<file path="src/rtl/counter_ctrl_pkg.sv">
// counter_ctrl_pkg: mode/state encodings and per-mode seed shared by the counter controller
package counter_ctrl_pkg;
  typedef enum logic [1:0] {MODE_BIN = 2'd0, MODE_RING = 2'd1, MODE_JOHN = 2'd2, MODE_RSVD = 2'd3} mode_e;
  typedef enum logic [1:0] {IDLE = 2'd0, LOAD = 2'd1, RUN = 2'd2} state_e;
  function automatic logic [31:0] seed(input logic [1:0] mode);
    return (mode == MODE_RING) ? 32'd1 : 32'd0;
  endfunction
endpackage

</file>
<file path="src/rtl/cnt_next_value.sv">
// cnt_next_value: per-mode next count, terminal detect and ring/johnson legality check
module cnt_next_value
  import counter_ctrl_pkg::*;
#(
  parameter int WIDTH = 4
) (
  input  logic [1:0]       mode,
  input  logic [WIDTH-1:0] cnt,
  output logic [WIDTH-1:0] nxt,
  output logic             is_tc,
  output logic             illegal
);
  localparam logic [WIDTH-1:0] TOP = {1'b1, {(WIDTH-1){1'b0}}};
  logic [WIDTH-1:0] inv;
  logic one_hot, thermo;
  assign inv = ~cnt;
  assign one_hot = (cnt != '0) && ((cnt & (cnt - WIDTH'(1))) == '0);
  // 0*1* means adding one carries through every set bit; 1*0* is the same test on the complement
  assign thermo = ((cnt & (cnt + WIDTH'(1))) == '0) || ((inv & (inv + WIDTH'(1))) == '0);
  assign nxt = (mode == MODE_BIN)  ? cnt + WIDTH'(1) :
               (mode == MODE_RING) ? {cnt[WIDTH-2:0], cnt[WIDTH-1]} :
               (mode == MODE_JOHN) ? {cnt[WIDTH-2:0], ~cnt[WIDTH-1]} : cnt;
  assign is_tc = (mode == MODE_BIN) ? &cnt :
                 (mode == MODE_RING || mode == MODE_JOHN) ? (cnt == TOP) : 1'b0;
  assign illegal = (mode == MODE_RING) ? !one_hot :
                   (mode == MODE_JOHN) ? !thermo : 1'b0;
endmodule

</file>
<file path="src/rtl/counter_mode_ctrl.sv">
// counter_mode_ctrl: IDLE/LOAD/RUN controller for a binary/ring/johnson counter with mode handshake
module counter_mode_ctrl
  import counter_ctrl_pkg::*;
#(
  parameter int WIDTH = 4
) (
  input  logic             clk,
  input  logic             rst_n,
  input  logic             i_start,
  input  logic             i_stop,
  input  logic             i_oneshot,
  input  logic             i_cfg_vld,
  input  logic [1:0]       i_cfg_mode,
  output logic             o_cfg_rdy,
  output logic [1:0]       o_mode,
  output logic [WIDTH-1:0] o_cnt,
  output logic             o_tc,
  output logic             o_busy,
  output logic             o_err
);
  state_e state;
  logic [WIDTH-1:0] nxt, seed_val;
  logic is_tc, illegal;
  cnt_next_value #(.WIDTH(WIDTH)) u_next (
    .mode(o_mode),
    .cnt(o_cnt),
    .nxt(nxt),
    .is_tc(is_tc),
    .illegal(illegal)
  );
  assign seed_val = WIDTH'(seed(o_mode));
  assign o_cfg_rdy = state == IDLE;
  assign o_busy = state != IDLE;
  always_ff @(posedge clk or negedge rst_n) begin
    if (!rst_n) begin
      state <= IDLE;
      o_cnt <= '0;
      o_mode <= 2'd0;
      o_tc <= 1'b0;
      o_err <= 1'b0;
    end else begin
      o_tc <= 1'b0;
      o_err <= 1'b0;
      case (state)
        IDLE: begin
          if (i_cfg_vld) begin
            if (i_cfg_mode == MODE_RSVD) o_err <= 1'b1;
            else o_mode <= i_cfg_mode;
          end
          if (i_start && !i_stop) state <= LOAD;
        end
        LOAD: begin
          o_cnt <= seed_val;
          state <= i_stop ? IDLE : RUN;
        end
        RUN: begin
          if (i_stop) state <= IDLE;
          else if (illegal) begin
            o_cnt <= seed_val;
            o_err <= 1'b1;
          end else begin
            o_cnt <= nxt;
            if (is_tc) begin
              o_tc <= 1'b1;
              if (i_oneshot) state <= IDLE;
            end
          end
        end
        default: state <= IDLE;
      endcase
    end
  end
endmodule

</file>
<file path="config.mk">
export PLATFORM = sky130hd
export DESIGN_NAME = counter_mode_ctrl
export DESIGN_NICKNAME = d
export VERILOG_FILES = /design/src/rtl/counter_ctrl_pkg.sv /design/src/rtl/cnt_next_value.sv /design/src/rtl/counter_mode_ctrl.sv
export SDC_FILE = /design/constraint.sdc
export NUM_CORES = 1
export LEC_CHECK = 0
export CAP_MARGIN = 5
export CORE_MARGIN = 2
export CORE_UTILIZATION = 45
export DETAILED_ROUTE_END_ITERATION = 7
export PLACE_DENSITY_LB_ADDON = 0.1
export SYNTH_ARGS = -nofsm -noshare
export SYNTH_HDL_FRONTEND = slang
export SYNTH_SLANG_ARGS = --single-unit
</file>
<file path="constraint.sdc">
create_clock -name clk -period 3.6 [get_ports clk]
set_clock_uncertainty 0.15 [all_clocks]
set_input_delay 0.72 -clock clk [delete_from_list [all_inputs] [get_ports clk]]
set_output_delay 0.72 -clock clk [all_outputs]
set_load 0.02 [all_outputs]
</file>
## Yosys cells after proc, flatten, opt, wreduce, memory -nomap -nowiden

Cells that the tools add are included.

- $add $sub $neg: 3
- Eq/ne operators: 12
- Multiplexer cells: 27
- Bitwise gates (word level): 6
- Reduce and logical (&&, ||, !) cells: 19

Operators by type and width:

| operator | count |
|---|---|
| two-way mux 4 bit | 5 |
| two-way mux 1 bit | 13 |
| bitwise AND 4 bit | 3 |
| logical NOT 4 bit | 3 |
| two-way mux 2 bit | 6 |
| inequality test 3 bit, second input constant | 3 |
| adder 4 x 1 -> 4 bit, second input constant | 2 |
| case mux 4 bit (2 select lines) | 1 |
| AND reduction 4 bit | 2 |
| == test 2 bit, second input constant | 3 |
| case mux 2 bit (3 select lines) | 1 |
| AND reduction 3 bit | 2 |
| inequality test 5 x 3 -> 1 bit, second input constant | 1 |
| == test 2 x 1 -> 1 bit, second input constant | 2 |
| == test 4 bit, second input constant | 1 |
| logical NOT 2 bit | 2 |
| NOT 4 bit | 1 |
| nonzero test 2 bit | 2 |
| nonzero test 4 bit | 1 |
| subtractor 4 x 1 -> 4 bit, second input constant | 1 |
| logical NOT 1 bit | 3 |
| logical AND 1 bit | 2 |
| logical OR 1 bit | 2 |
| inequality test 2 x 1 -> 1 bit, second input constant | 1 |
| other kinds (3) | 4 |

- Bits in registers: 10
- Bits of input ports: 8
- Output and inout port bits: 10
- Word-level logic and storage cells: 72

## Longest topological paths before layout

Gate-level depths: netlist (run 1).

- Depth in word-level cells: 11
- Mapped depth: 8
- Gate-level depth less buffers: 8

## Hierarchy

Synthesis (run 1) repeated with hierarchy kept, for this count alone.

- Cells, all modules: 96
- Area, all modules: 898.4 um2

By module, submodules not included:

| module | instances | cells an instance | area an instance (um2) | sequential area each (um2) |
|---|---|---|---|---|
| counter_mode_ctrl | 1 | 52 | 549.3 | 250.2 |
| cnt_next_value | 1 | 44 | 349.1 | 0.0 |

## Least setup slack after synthesis (run 1)

Ideal clock, no wire load.

- Path type: register to register
- From: register o_cnt[1]
- To: register state[0]
- Setup time: 0.132 ns
- Data arrival time: 1.666 ns
- Data required time: 3.318 ns
- Setup slack: 1.652 ns
- Stages on the path, launching flop included: 8
- Path buffers: 0
- Period minus slack after synthesis: 1.948 ns
- Cell sequence: dfrtp_1 > inv_1 > ha_1 > nor2_1 > a311oi_2 > o21ai_2 > o211a_1 > mux2i_1

- Cells in the longest elaborated chain, start to end: 10
- Elaborated cells between the ends (all ways): 24
- Those cells by class: add/sub: 3; eq/ne: 3; mux: 4; bitwise: 4; reduce/logical: 10

Ends and longest elaborated chain:

| element | RTL line | text |
|---|---|---|
| start, declared | counter_mode_ctrl.sv:16 | `output logic [WIDTH-1:0] o_cnt,` |
| start signal, assigned | counter_mode_ctrl.sv:53 | `o_cnt <= seed_val;` |
| start signal, assigned | counter_mode_ctrl.sv:59 | `o_cnt <= seed_val;` |
| start signal, assigned | counter_mode_ctrl.sv:62 | `o_cnt <= nxt;` |
| NOT 4 bit | cnt_next_value.sv:16 | `assign inv = ~cnt;` |
| adder 4 x 1 -> 4 bit | cnt_next_value.sv:19 | `assign thermo = ((cnt & (cnt + WIDTH'(1))) == '0) \|\| ((inv & (inv + WIDTH'(1))) == '0);` |
| bitwise AND 4 bit | cnt_next_value.sv:19 |  |
| logical NOT 4 bit | cnt_next_value.sv:19 |  |
| logical OR 1 bit | cnt_next_value.sv:19 |  |
| logical NOT 1 bit | cnt_next_value.sv:26 | `(mode == MODE_JOHN) ? !thermo : 1'b0;` |
| two-way mux 1 bit | cnt_next_value.sv:26 |  |
| two-way mux 1 bit | cnt_next_value.sv:25 | `assign illegal = (mode == MODE_RING) ? !one_hot :` |
| inequality test 3 bit (no line) | -- |  |
| AND reduction 4 bit (no line) * | -- |  |
| end signal, assigned | counter_mode_ctrl.sv:54 | `state <= i_stop ? IDLE : RUN;` |
| end, declared | counter_mode_ctrl.sv:21 | `state_e state;` |

Mark *: on every way between the ends. The rest lies on a longest branch, timed or not.
A chain may end at the register's enable or synchronous reset.

## Final worst setup path (run 1)

- From: register state[0]
- To: output port o_busy

- Cells in the longest elaborated chain, start to end: 1

Ends and longest elaborated chain:

| element | RTL line | text |
|---|---|---|
| nonzero test 2 bit | counter_mode_ctrl.sv:33 | `assign o_busy = state != IDLE;` |
| end, declared | counter_mode_ctrl.sv:18 | `output logic o_busy,` |

No other way between the ends.

==> results of run 1 <==
-- synthesized netlist by cell type (3+ instances only) --
master   count  area share, %
dfrtp_1     10             31
ha_1        12             19
nand2_1     10            4.6
nor2_1       8            3.7
inv_1        9            4.2
nand3_1      5            3.1
mux2i_1      3            3.7
nor3_1       3            1.9
a21oi_1      4            2.5
-- worst max path at each step --
stage / end
after floorplan: state[0]$_DFFE_PN0P_
after global placement: o_cfg_rdy
after detailed placement: state[0]$_DFFE_PN0P_
after CTS: o_busy
after global routing: o_busy
final: o_busy
-- final cells by class --
cell class,instances,share of cell area [%]
Sequential cell,10,24.6
Clock buffer,3,2.22
Multi-Input combinational cell,70,49.6
Tap cell,25,3.08
Inverter,10,3.69
Timing Repair Buffer,17,16.7
-- through the flow --
step	hold WS [ps]	instances	util (%)	total power, mW
2_1_floorplan	274	93	-	0.582
3_3_place_gp	394	132	58.2	0.743
3_5_place_dp	400	132	58.2	0.746
4_1_cts	416	135	59.5	0.832
5_1_grt	459	135	59.5	0.896
6_report	407	135	59.5	0.829
-- kinds of logic after synthesis --
| family | count (synthesis) |
|---|---|
| mux | 4 |
| compound gates | 19 |
| fa+ha+maj | 12 |
| flops | 10 |
| xor+xnor | 1 |
| simple gates | 34 |
| buf+inv | 13 |
-- sequential cells by signal (all words and copies together) (netlist names) --
| register | count |
|---|---|
| o_mode | 2 |
| o_tc | 1 |
| o_cnt | 4 |
| o_err | 1 |
| state | 2 |
-- worst max-delay path, cell delays in order, from the launching register on --
cell             delay, ps
dfrtp_1                360
inv_1                   70
ha_1                   260
inv_1                   90
clkdlybuf4s50_1        600
-- cells in the final DEF (no fill, tap or decap), types with 2 or more instances in the layout --
master	n
nor2_1	8
o22ai_1	2
ha_1	12
o21ai_0	2
clkbuf_4	3
o221ai_1	2
clkdlybuf4s50_1	17
mux2i_1	3
nand2_1	10
a21oi_1	4
nand3_1	5
inv_1	9
a21o_1	2
o21ai_1	2
dfrtp_1	10
nor3_1	3
-- power by group through the flow --
stage | Clock [mW] | Sequential [mW] | Combinational (mW)
after floorplan | 0 | 0.220 | 0.363
after global placement | 0 | 0.202 | 0.542
after detailed placement | 0 | 0.202 | 0.544
after CTS | 0.0826 | 0.199 | 0.550
after global routing | 0.0854 | 0.205 | 0.606
final | 0.0798 | 0.199 | 0.550
-- metal layers --
| layer | up-vias | wire (um) | track usage, % |
|---|---|---|---|
| met4 | 0 | 27 | 8.57 |
| li1 | 359 | - | - |
| met5 | - | 0 | 0 |
| met2 | 19 | 818 | 30.0 |
| met1 | 337 | 792 | 23.0 |
| met3 | 4 | 82 | 5.10 |
==> results.py, run 1 <==
metrics = {
    "synthesis": {
        "synth_compound_area_share_pct": 16.7,
        "syn_inst": 93,
        "async_reset_ff_share_pct": 100,
        "synth-seq-cells": 10,
        "avgSynthCellArea_um2": 8.70,
        "synth_edf_count": 0,
        "syn-cell-area_um2": 810,
        "synth_mux_area_share_pct": 5.10,
        "ys_warn_count": 0,
        "synthFlopType": "dfrtp_1",
        "synth-simple-area-share_pct": 20.9,
        "synthXorXnorAreaFrac_pct": 1.08,
        "synthDistinctLibCells": 32,
        "synth_top_family_by_area": "simple AND/OR/NAND/NOR gates",
        "synthAdderAreaFrac_pct": 18.5,
        "synth.net_count": 113,
        "seq_area_frac_synth_pct": 30.9,
    },
    "global_routing": {
        "first_global_vias": 639,
        "gr-total-overflow": 0,
        "grt_max_degree": 12,
        "grt.total_usage_pct": 18.7,
        "grt_first_pass_wirelength_um": 2700,
        "antenna_found_initial": 0,
    },
    "power": {
        "p_int_mw": 0.434,
        "clockPowerShare_pct": 9.6,
        "p_sw_share_pct": 47.6,
        "p_per_area_nw_per_um2": 816,
        "p_seq_share_pct": 24.0,
        "power_switching_mw": 0.395,
        "p_leak_nw": 0.460,
        "irDropWorstVdd_uv": 445,
        "combPwrFrac_pct": 66.4,
    },
    "flow_run": {
        "drv_cap": 0,
    },
    "drt": {
        "drt_wl_total_um": 1720,
        "drt_pre_antenna_iters": 5,
        "ant_nets": 0,
        "drt_iter0_markers": 13,
        "via_per_inst": 5.33,
        "drc": 0,
        "wl_per_cell_um": 12.7,
        "vias": 719,
    },
    "place": {
        "pre_cts_ws_ps": 1360,
        "portBuffers": 17,
        "gp_congestion": 0.821,
        "dpl.hpwl_um": 1290,
        "place_area_um2": 993,
    },
    "clock_network": {
        "post_cts_buffers": 0,
        "clock_sinks": 10,
        "cts_max_level": 1,
        "cts_hold_buffers": 0,
        "cts_resized": 0,
        "clock_latency_ps": 270,
        "clk_pin_slew_ps": 70,
        "numCtsBuffers": 3,
        "clockRootBuffer": "clkbuf_4",
        "clock_tree.buffer_depth": 2,
        "cts_tree": "built",
    },
    "timing": {
        "min_period_ps": 2530,
        "rsz0062_at_grt": "false",
        "setup_tns_ps": 0,
        "max_slew.worst_pin.slew_ps": 476,
        "layout_setup_ws_ps": 1070,
        "fmax_mhz": 395,
        "relSlewSlack_pct": 68.2,
        "fin_crit_sh_pct": 70.3,
        "maxSlewViolCount": 0,
        "setup-violations-final": 0,
        "hold_viol": 0,
    },
    "die": {
        "die_w_um": 46.4,
        "core_um2": 1710,
        "rows": 15,
        "die_h_um": 46.4,
        "pin_count": 18,
        "start_util_pct": 47.4,
        "die_area_um2": 2150,
    },
    "setup_path": {
        "crit_type": "reg2out",
        "reg2reg_setup_slack_ps": 1500,
        "startpoint_type": "flop",
        "ff2ff_path_depth": 7,
        "critPathCaptureType": "output pin",
        "required_ps": 2730,
        "r2r_end": "state[0]$_DFFE_PN0P_",
        "r2r_start": "o_cnt[1]$_DFFE_PN0P_",
        "crit_fanout": 5,
        "arrival_ps": 1660,
        "cp-startpoint": "state[0]$_DFFE_PN0P_",
    },
    "cells_and_area": {
        "area_delta_synth_final_pct": 25.5,
        "fill_cells": 166,
        "multi_input_area_um2": 504,
        "drive_gt1_share_pct": 7.27,
        "diodes": 0,
        "stdcell_area_um2": 1020,
        "final_nets": 132,
        "regArea_um2": 250,
    },
    "run_status": {
        "outcome": "completed",
    },
    "worst_hold_path": {
        "whs_endpoint": "o_mode[0]$_DFFE_PN0P_",
        "holdCritStartpoint": "o_mode[0]$_DFFE_PN0P_",
        "whs_path_depth": 2,
        "hold_class": "reg2reg",
    },
}
Power figures use the tool's default switching activity.
==> run 2: changes to the inputs <==
- clock period: 3.6 -> 2.65 ns (I/O delays scaled with it)
==> run 2 against run 1 <==
Worst setup slack worse by 750 ps. Highest routed layer unchanged. Total power is 41% higher. Critical path type unchanged. Non-clock buffer count did not move. Critical path depth unchanged. Clock power is 80% higher.
==> results.py, run 2 (synthesized netlist as in run 1, its figures left out) <==
metrics = {
    "clock_network": {
        "clock_tree.buffer_depth": 2,
        "post_cts_buffers": 0,
        "cts_resized": 0,
        "numCtsBuffers": 3,
        "clockRootBuffer": "clkbuf_4",
        "clock_latency_ps": 270,
        "cts_hold_buffers": 0,
        "clock_sinks": 10,
        "cts_max_level": 1,
        "clk_pin_slew_ps": 70,
        "cts_tree": "built",
    },
    "timing": {
        "relSlewSlack_pct": 67.1,
        "rsz0062_at_grt": "false",
        "fin_crit_sh_pct": 87.8,
        "setup_tns_ps": 0,
        "hold_slack_ps": 414,
        "min_period_ps": 2330,
        "hold_viol": 0,
        "maxSlewViolCount": 0,
        "max_slew.worst_pin.slew_ps": 491,
        "fmax_mhz": 430,
        "setup-violations-final": 0,
    },
    "cells_and_area": {
        "drive_gt1_share_pct": 8.11,
        "diodes": 0,
        "final_util_pct": 60.3,
        "area_delta_synth_final_pct": 27.2,
        "reg_top3": "o_cnt: 4 flops, o_mode: 2 flops, state: 2 flops",
        "regArea_um2": 250,
        "stdcell_area_um2": 1030,
        "top_register": "o_cnt",
        "fill_cells": 164,
        "final_cell_mix": "clkdlybuf4s50_1, ha_1, nand2_1, dfrtp_1, inv_1",
        "multi_input_area_um2": 504,
        "final_common_cell": "clkdlybuf4s50_1",
        "final_nets": 132,
        "largest_register_ff_count": 4,
    },
    "place": {
        "dpl.hpwl_um": 1350,
        "portBuffers": 17,
        "place_area_um2": 993,
        "gp_congestion": 0.933,
    },
    "power": {
        "p_leak_nw": 0.467,
        "total_power_mw": 1.17,
        "p_per_area_nw_per_um2": 1140,
        "p_seq_share_pct": 23.2,
        "combPwrFrac_pct": 64.6,
        "clockPowerShare_pct": 12.3,
        "irDropWorstVdd_uv": 549,
        "power_switching_mw": 0.549,
        "p_sw_share_pct": 47.0,
        "p_int_mw": 0.620,
    },
    "drt": {
        "ant_nets": 0,
        "drt_iter0_markers": 15,
        "wl_per_cell_um": 13.3,
        "drc": 0,
        "drt_wl_total_um": 1810,
        "via_per_inst": 5.35,
        "drt_pre_antenna_iters": 4,
        "vias": 728,
    },
    "setup_path": {
        "required_ps": 1970,
        "cp_num_buf_inv": 3,
        "crit_chain": "inv_1 -> ha_1 -> inv_1 -> clkdlybuf4s50_1",
        "arrival_ps": 1650,
        "critPathCaptureType": "output pin",
        "crit_type": "reg2out",
        "critical_path.most_common_cell": "inv_1",
        "slowest_stage": "clkdlybuf4s50_1",
        "max_stage_delay_ps": 600,
        "worstSetupPathDepth": 4,
        "cpLargestDelayFamily": "buffers and inverters",
        "crit_fanout": 5,
        "startpoint_type": "flop",
        "ff2ff_path_depth": 8,
    },
    "global_routing": {
        "antenna_found_initial": 0,
        "gr-total-overflow": 0,
        "first_global_vias": 673,
        "grt.total_usage_pct": 20.1,
        "grt_max_degree": 12,
        "grt_first_pass_wirelength_um": 2970,
    },
    "die": {
        "rows": 15,
        "die_h_um": 46.4,
        "core_um2": 1710,
        "die_area_um2": 2150,
        "pin_count": 18,
        "die_w_um": 46.4,
        "start_util_pct": 47.4,
    },
    "flow_run": {
        "drv_cap": 0,
    },
    "worst_hold_path": {
        "hold_class": "reg2reg",
        "whs_path_depth": 2,
    },
    "run_status": {
        "outcome": "completed",
    },
}
run 2: changes by cell type in the layout (fill, tap and decap cells not counted):
cell / previous run / this run
clkbuf_8: 0 / 1
run 2: worst paths after layout:
| kind | from | end | slack [ps] |
|---|---|---|---|
| max | state[0]$_DFFE_PN0P_ | o_busy | 320 |
| min | o_mode[0]$_DFFE_PN0P_ | o_mode[0]$_DFFE_PN0P_ | 410 |
| max reg2reg | o_cnt[0]$_DFFE_PN0P_ | state[1]$_DFFE_PN0P_ | 590 |
| min reg2reg | o_mode[0]$_DFFE_PN0P_ | o_mode[0]$_DFFE_PN0P_ | 410 |
| max in group asynchronous | rst_n | state[1]$_DFFE_PN0P_ | 1590 |
| min in group asynchronous | rst_n | o_cnt[1]$_DFFE_PN0P_ | 430 |
run 2: final cells by class:
type                    count  area share [%]
repair buffers             17            16.5
inverters                  10            3.65
flip-flops and latches     10            24.3
clock buffers               4            3.52
multi-input cells          70            49.0
well taps                  25            3.04
run 2: per-layer routing:
metal | vias up | wire, um | track usage [%]
met5 | - | 0 | 0
met4 | 0 | 36 | 8.57
met3 | 5 | 91 | 3.53
met2 | 26 | 843 | 31.1
met1 | 339 | 841 | 27.1
li1 | 358 | - | -
run 2: through the flow:
stage / instances / setup slack (ps)
6_report: 136 / 324
5_1_grt: 136 / 214
4_1_cts: 136 / 307
3_5_place_dp: 132 / 570
3_3_place_gp: 132 / 619
2_1_floorplan: 93 / 702
run 2: worst min-delay path, cell delays in order, from the launching register on:
cell     delay, ps
dfrtp_1        390
nor2_1          60
nor2_1          70
run 2: power groups by stage:
stage	Clock (mW)	Combinational (mW)	Sequential (mW)
2_1_floorplan	0	0.492	0.298
3_3_place_gp	0	0.747	0.269
3_5_place_dp	0	0.746	0.273
4_1_cts	0.147	0.756	0.271
5_1_grt	0.158	0.836	0.279
6_report	0.144	0.755	0.271
==> run 3: changes to the inputs <==
- CORE_UTILIZATION: 45 -> 49
- CTS_CLUSTER_SIZE: unset -> 28
- GPL_TIMING_DRIVEN: unset -> 0
==> run 3 against run 2 <==
Die area down 7.5%. Combinational power rose by 1%. Sequential share of layout area down 0.15 points. Total power up 0.27%. First-iteration DRC count is 13% lower. Routed wire length is 7.4% lower. Clock power is 3% higher. Final cell count fell by 4.4%. Maximum frequency decreased by 1.2%. Non-clock buffer count grew 3. Register-to-register slack barely moved.
==> results.py, run 3 (synthesized netlist as in run 1, its figures left out) <==
metrics = {
    "setup_path": {
        "slowest_stage": "clkdlybuf4s50_1",
        "max_stage_delay_ps": 640,
        "startpoint_type": "flop",
        "crit_fanout": 5,
        "required_ps": 1970,
        "crit_type": "reg2out",
        "crit_chain": "inv_1 -> ha_1 -> clkdlybuf4s50_1",
        "critPathCaptureType": "output pin",
        "arrival_ps": 1670,
    },
    "drt": {
        "wl_per_cell_um": 12.9,
        "drt_iter0_markers": 13,
        "ant_nets": 0,
        "vias": 728,
        "via_per_inst": 5.60,
        "drt_wl_total_um": 1680,
        "drt_pre_antenna_iters": 4,
        "drc": 0,
    },
    "clock_network": {
        "cts_max_level": 1,
        "clockRootBuffer": "clkbuf_4",
        "clk_pin_slew_ps": 80,
        "cts_hold_buffers": 0,
        "clock_tree.buffer_depth": 2,
        "cts_tree": "built",
        "cts_resized": 0,
        "clock_sinks": 10,
        "clock_latency_ps": 280,
        "post_cts_buffers": 0,
        "numCtsBuffers": 3,
    },
    "die": {
        "die_w_um": 44.6,
        "rows": 14,
        "pin_count": 18,
        "die_h_um": 44.6,
        "die_area_um2": 1990,
        "start_util_pct": 53.1,
        "core_um2": 1520,
    },
    "timing": {
        "setup-violations-final": 0,
        "rsz0062_at_grt": "false",
        "hold_slack_ps": 410,
        "fin_crit_sh_pct": 88.8,
        "hold_viol": 0,
        "max_slew.worst_pin.slew_ps": 490,
        "maxSlewViolCount": 0,
        "fmax_mhz": 425,
        "setup_tns_ps": 0,
        "layout_setup_ws_ps": 296,
        "relSlewSlack_pct": 67.2,
        "min_period_ps": 2350,
    },
    "place": {
        "place_area_um2": 1000,
        "gp_congestion": 0.872,
        "portBuffers": 17,
        "pre_cts_ws_ps": 571,
        "placedCellCount": 126,
        "dpl.hpwl_um": 1320,
    },
    "power": {
        "p_sw_share_pct": 46.5,
        "p_seq_share_pct": 22.0,
        "irDropWorstVdd_uv": 674,
        "p_leak_nw": 0.483,
        "combPwrFrac_pct": 65.4,
        "clockPowerShare_pct": 12.6,
        "p_int_mw": 0.627,
        "p_per_area_nw_per_um2": 1130,
        "total_power_mw": 1.17,
        "power_switching_mw": 0.545,
    },
    "cells_and_area": {
        "reg_top3": "o_cnt: 4 flops, o_mode: 2 flops, state: 2 flops",
        "stdcell_area_um2": 1040,
        "final_cell_mix": "clkdlybuf4s50_1, ha_1, nand2_1, dfrtp_1, inv_1",
        "layout.cells.non_filler": 130,
        "area_delta_synth_final_pct": 28.0,
        "top_register": "o_cnt",
        "final_util_pct": 68.0,
        "final_nets": 135,
        "regArea_um2": 250,
        "multi_input_area_um2": 504,
        "diodes": 0,
        "final_common_cell": "clkdlybuf4s50_1",
        "fill_cells": 133,
        "drive_gt1_share_pct": 10.5,
        "largest_register_ff_count": 4,
    },
    "run_status": {
        "outcome": "completed",
    },
    "global_routing": {
        "grt_first_pass_wirelength_um": 2930,
        "gr-total-overflow": 0,
        "grt.total_usage_pct": 19.9,
        "grt_max_degree": 11,
        "first_global_vias": 666,
        "antenna_found_initial": 0,
    },
    "worst_hold_path": {
        "hold_class": "reg2reg",
    },
    "flow_run": {
        "drv_cap": 0,
    },
}
-- run 3: cell types whose count changed in the layout (fill, tap and decap cells not counted) --
cell | before | now
buf_2 | 0 | 2
buf_4 | 0 | 1
-- run 3: power by group through the flow --
stage	registers (mW)	clock network (mW)	logic, mW
after floorplan	0.298	0	0.492
after global placement	0.260	0	0.749
after detailed placement	0.263	0	0.766
after CTS	0.259	0.148	0.770
after global routing	0.271	0.153	0.843
final	0.258	0.148	0.766
-- run 3: cell type report --
cell class | instances | area share, %
Buffer | 3 | 1.69
Clock buffer | 4 | 3.50
Inverter | 10 | 3.62
Multi-Input combinational cell | 70 | 48.7
Sequential cell | 10 | 24.2
Tap cell | 16 | 1.93
Timing Repair Buffer | 17 | 16.4
-- run 3: worst paths after layout --
kind | startpoint | end | slack [ps] | depth (start not counted)
setup / recovery | state[0]$_DFFE_PN0P_ | o_cfg_rdy | 300 | 3
hold / removal | o_mode[0]$_DFFE_PN0P_ | o_mode[0]$_DFFE_PN0P_ | 410 | 2
setup reg to reg | o_cnt[1]$_DFFE_PN0P_ | state[0]$_DFFE_PN0P_ | 600 | 7
hold reg to reg | o_mode[0]$_DFFE_PN0P_ | o_mode[0]$_DFFE_PN0P_ | 410 | 2
max in group asynchronous | rst_n | o_cnt[0]$_DFFE_PN0P_ | 1590 | 1
min in group asynchronous | rst_n | o_cnt[1]$_DFFE_PN0P_ | 430 | 1
-- run 3: layer usage --
layer / share of wire [%] / global-route usage, %
met2: 48 / 32.2
met1: 47 / 27.2
met4: 1.4 / 7.27
met3: 3.5 / 2.45
met5: 0 / 0
-- run 3: worst max-delay path: cells and delay by family (launching register included) --
family / cells / cell delay [ps]
flip-flops: 1 / 390
buffers and inverters: 2 / 750
adder cells (fa/ha/maj): 1 / 260
